**src/rtl/fetch_queue.sv**
```systemverilog
// Instruction fetch stage: sequential req/ack fetch into a small PC+word FIFO feeding decode.
// A redirect clears the FIFO. A request that is still outstanding at the redirect is completed and its word is dropped.
module fetch_queue #(
    parameter logic [31:0] RESET_VECTOR = 32'h0000_0000,
    parameter int          DEPTH        = 2
) (
    input  logic        clk,
    input  logic        rst,
    output logic        imem_req,
    output logic [31:0] imem_addr,
    input  logic        imem_ack,
    input  logic [31:0] imem_rdata,
    input  logic        flush,
    input  logic [31:0] flush_pc,
    input  logic        id_ready,
    output logic        id_valid,
    output logic [31:0] id_instr,
    output logic [31:0] id_pc
);
    localparam int          AW  = $clog2(DEPTH);
    localparam int          CW  = AW + 1;
    localparam logic [31:0] NOP = 32'h0000_0013;

    typedef struct packed {
        logic [31:0] pc;
        logic [31:0] instr;
    } fq_entry_t;

    fq_entry_t [DEPTH-1:0] mem;
    logic [AW-1:0] wptr, rptr;
    logic [CW-1:0] count, proj;
    logic          discard;
    logic [31:0]   redirect_pc;
    logic          complete, push, pop;
    logic [31:0]   target;

    assign complete = imem_req && imem_ack;
    assign push     = complete && !discard && !flush;
    assign pop      = id_valid && id_ready && !flush;
    assign proj     = count + CW'(push) - CW'(pop);
    assign target   = {flush_pc[31:2], 2'b00};

    assign id_valid = (count != '0);
    assign id_instr = id_valid ? mem[rptr].instr : NOP;
    assign id_pc    = id_valid ? mem[rptr].pc    : 32'h0;

    always_ff @(posedge clk or posedge rst) begin
        if (rst) begin
            imem_req    <= 1'b0;
            imem_addr   <= RESET_VECTOR;
            discard     <= 1'b0;
            redirect_pc <= RESET_VECTOR;
        end else if (imem_req && !imem_ack) begin
            // Outstanding request must be held; a redirect is parked until its ack.
            if (flush) begin
                discard     <= 1'b1;
                redirect_pc <= target;
            end
        end else begin
            imem_req <= !flush && (proj < CW'(DEPTH));
            if (flush)
                imem_addr <= target;
            else if (complete && discard)
                imem_addr <= redirect_pc;
            else if (complete)
                imem_addr <= imem_addr + 32'd4;
            if (complete)
                discard <= 1'b0;
        end
    end

    always_ff @(posedge clk or posedge rst) begin
        if (rst) begin
            wptr  <= '0;
            rptr  <= '0;
            count <= '0;
        end else if (flush) begin
            wptr  <= '0;
            rptr  <= '0;
            count <= '0;
        end else begin
            if (push) wptr <= wptr + AW'(1);
            if (pop)  rptr <= rptr + AW'(1);
            count <= proj;
        end
    end

    always_ff @(posedge clk) begin
        if (push)
            mem[wptr] <= '{pc: imem_addr, instr: imem_rdata};
    end

    // Request gating should make an overflowing push impossible.
    always_ff @(posedge clk) begin
        if (!rst)
            assert (!(push && !pop && count == CW'(DEPTH)));
    end
endmodule
```
**config.mk**
```make
export PLATFORM = sky130hd
export DESIGN_NAME = fetch_queue
export DESIGN_NICKNAME = d
export VERILOG_FILES = /design/src/rtl/fetch_queue.sv
export SDC_FILE = /design/constraint.sdc
export NUM_CORES = 1
export LEC_CHECK = 0
export BUFFER_PORTS_ARGS = -buffer_cell sky130_fd_sc_hd__buf_2
export CORE_UTILIZATION = 49
export DETAILED_ROUTE_END_ITERATION = 8
export PLACE_DENSITY = 0.76
export SYNTH_ARGS = -nofsm -noshare
export SYNTH_HDL_FRONTEND = slang
export SYNTH_SLANG_ARGS = --single-unit
```
**constraint.sdc**
```tcl
create_clock -name clk -period 7.7 [get_ports clk]
set_input_delay 1.155 -clock clk [delete_from_list [all_inputs] [get_ports clk]]
set_output_delay 1.155 -clock clk [all_outputs]
set_load 0.01 [all_outputs]
```
==> flow_metrics.tcl <==
set metrics [dict create \
    rsz0062_at_grt "no" \
    crit_path_frequent_cell "buf_4" \
    synth.mux.area_fraction 0.1176 \
    syn_inst 683 \
    period_share 0.4943 \
    drt_iter0_markers 535 \
    dp_cells 1029 \
    endpoint_kind "register" \
    synthSimpleGateAreaFrac 0.1223 \
    vias_per_cell 5.559 \
    finalSetupViolCount 0 \
    dr.pass1.iters 5 \
    tns_ps 0 \
    critical_path.max_fanout 66 \
    rrSetupSlack_ps 4670 \
    cts_tree "yes" \
    synth_top_cell_by_area "edfxtp_1" \
    path_class "primary input to register" \
    grt_pass1_vias 5872 \
    path_buf_inv 5 \
    fp-row-count 47 \
    synth_edf_count 124 \
    start_util 0.5067 \
    start_kind "primary input" \
    path_clk_slew_ps 70 \
    dpl.hpwl_mm 12.43 \
    cp.required_ps 7800 \
    synth_area_leaders "edfxtp_1 44%, dfrtp_1 19%, mux2i_1 7.8%" \
    syn_area_um2 8492 \
    area_growth_pct 18.11 \
    drc_errors 0 \
    cts_setup_buffers 0 \
    p_leak_nw 3.918 \
    synth_area_per_cell_um2 12.43 \
    wl_per_cell_um 17.79 \
    synth.distinct_cells 58 \
    cp_cell_sequence "buf_2 -> buf_4 -> mux2i_2 -> buf_4 -> nor2_1 -> buf_4 -> and3_2 -> buf_4" \
    slowest_delay_ps 840 \
    totalWireLength_mm 18.87 \
    core_um2 16760 \
    drtAntennaViolNets 0 \
    insertedDiodeCount 0 \
    route.vias.total 5898 \
    maxCapViolCount 0 \
    wl_met1_mm 8.325 \
    slew_viol_final 0 \
    pwr_density_cell_nw_per_um2 269.4 \
    grt_max_degree 67 \
    grt_overflow 0 \
    critPathTopFamily "buffers and inverters" \
    yosysWarnings 0 \
    finalCriticalPeriod_ps 3806 \
    multi_input_area_um2 2899 \
    gp_congestion 0.8731 \
    whs_ps 496.9 \
    final_cell_count_no_fill 1061 \
    ctsLongestPathBuffers 2 \
    critPathSlowestCell "and3_2" \
    synth_top_family_by_area "simple AND/OR/NAND/NOR gates" \
    portBuffers 160 \
    h-tree-depth 4 \
    synthFlopType "edfxtp_1" \
    drive_above_1_share 0.2937 \
    ys_ff_latch 190 \
    synthAdderAreaFrac 0.002947 \
    ff_latch_area_um2 5379 \
    finalHoldViolations 0 \
    die_h_um 133.6 \
    fin_nets 899 \
    synth_top_area_frac 0.4385 \
    dr_wl_met2_mm 9.122 \
    hold_class "register to register" \
    dr_wl_met3_mm 1.170 \
    antenna_found_initial 0 \
    async_flop_share 0.3474 \
    status "completed" \
    seq_area_frac_synth 0.6330 \
    cts_made_buffers 17 \
    cp.arrival_ps 3910 \
    grtUsageTotal 0.2205 \
    cts_resized 0 \
    highest_layer "met4" \
    cts_root_buf "clkbuf_16" \
    die_area_um2 17860 \
    cts_sinks 190 \
    vdd_drop_max_uv 160.1 \
    synth-compound-area-share 0.08104 \
    clock_skew_ps 6.622 \
    grt_pass1_wl_mm 30.13 \
    fmax_mhz 262.7 \
    tightest_slew_ps 1104 \
    nFillCells 1381 \
    ios 167 \
    cts_hold_buf 0 \
    synth_xor_area_frac 0.01341 \
    slew_headroom 0.2638 \
    insertion_delay_ps 430 \
    fin_util 0.5984 \
    dieWidth_um 133.6 \
]
==> registers in the layout, summed over array words and instances, names as in the netlist <==
register / count
discard: 1
rptr: 1
redirect_pc: 30
imem_addr: 30
mem: 124
count: 2
wptr: 1
imem_req: 1
==> Yosys cell counts (2+ instances only) <==
cell type  instances
a211o_1            2
a211oi_1           6
a21oi_1           36
a221oi_1           5
a31o_2             2
a31oi_1            4
and3_1            10
and4_1             3
buf_1              8
buf_2              7
buf_4              6
clkbuf_1          25
dfrtp_1           66
edfxtp_1         124
ha_1               2
inv_1             11
mux2_2            30
mux2i_1           66
nand2_1           36
nand2b_1           5
nand3_1           17
nand3b_1           5
nand4_1           10
nor2_1            91
nor2b_1            4
nor3_1             9
nor3b_1            3
nor4_1             4
o211ai_1           4
o21a_1             2
o21ai_0           32
o22ai_1            7
o31ai_1            2
or2_2              2
or3_1              2
or4_1              2
xnor2_1            6
xor2_1             7
==> final timing paths <==
kind / cells past startpoint / start / endpoint
min in group asynchronous: 3 / rst / redirect_pc[3]
max: 8 / flush / mem[80]
max in group asynchronous: 3 / rst / rptr
min reg2reg: 2 / redirect_pc[28] / redirect_pc[28]
max reg2reg: 6 / imem_req / mem[80]
min: 2 / redirect_pc[28] / redirect_pc[28]
==> stage by stage <==
stage	instance area (um2)	power, mW	setup WS (ps)
2_1_floorplan	8503	1.678	2569
3_3_place_gp	9467	1.868	3461
3_5_place_dp	9467	1.888	3434
4_1_cts	10030	2.717	3887
5_1_grt	10030	2.832	3692
6_report	10030	2.702	3894
==> power by group <==
group	total [mW]	switching, mW	leakage, nW	internal, mW
registers	1.39	0.162	1.92	1.23
logic	0.474	0.261	1.73	0.213
clock network	0.836	0.386	0.266	0.450
==> kinds of logic after synthesis <==
logic type | Yosys count
buf+inv | 58
xor+xnor | 13
mux | 96
other cells | 1
fa+ha+maj | 2
compound gates | 112
simple gates | 211
flops | 190
==> cells in the final DEF, fill, tap and decap left out, types with 10 or more instances in the layout <==
cell	count
nand4_1	10
mux2i_1	65
clkbuf_16	17
edfxtp_1	124
nand2_1	36
mux2_2	30
buf_2	160
dfrtp_1	65
nand3_1	17
inv_1	10
nor2_1	89
o21ai_0	32
a21oi_1	36
==> routing by layer <==
layer	track usage	vias up
met3	0.03843	20
li1	-	2807
met1	0.2969	2856
met5	0	-
met2	0.3617	215
met4	0.07639	0
==> worst register-to-register path, delay by kind of cell (launching register included) <==
| kind | cells | cell delay, ps |
|---|---|---|
| DFF | 1 | 510 |
| buffers and inverters | 3 | 970 |
| and+or+nand+nor | 2 | 1000 |
| muxes | 1 | 210 |
==> area by class of cell <==
cell class	count	area share
clock buffer	17	0.04242
clock inverter	15	0.01372
inverter	12	0.004491
sequential	190	0.5363
tap	220	0.02745
multi-input combinational	438	0.2890
timing repair buffer	169	0.08658
Note: power is estimated with default switching activity, not from simulation.
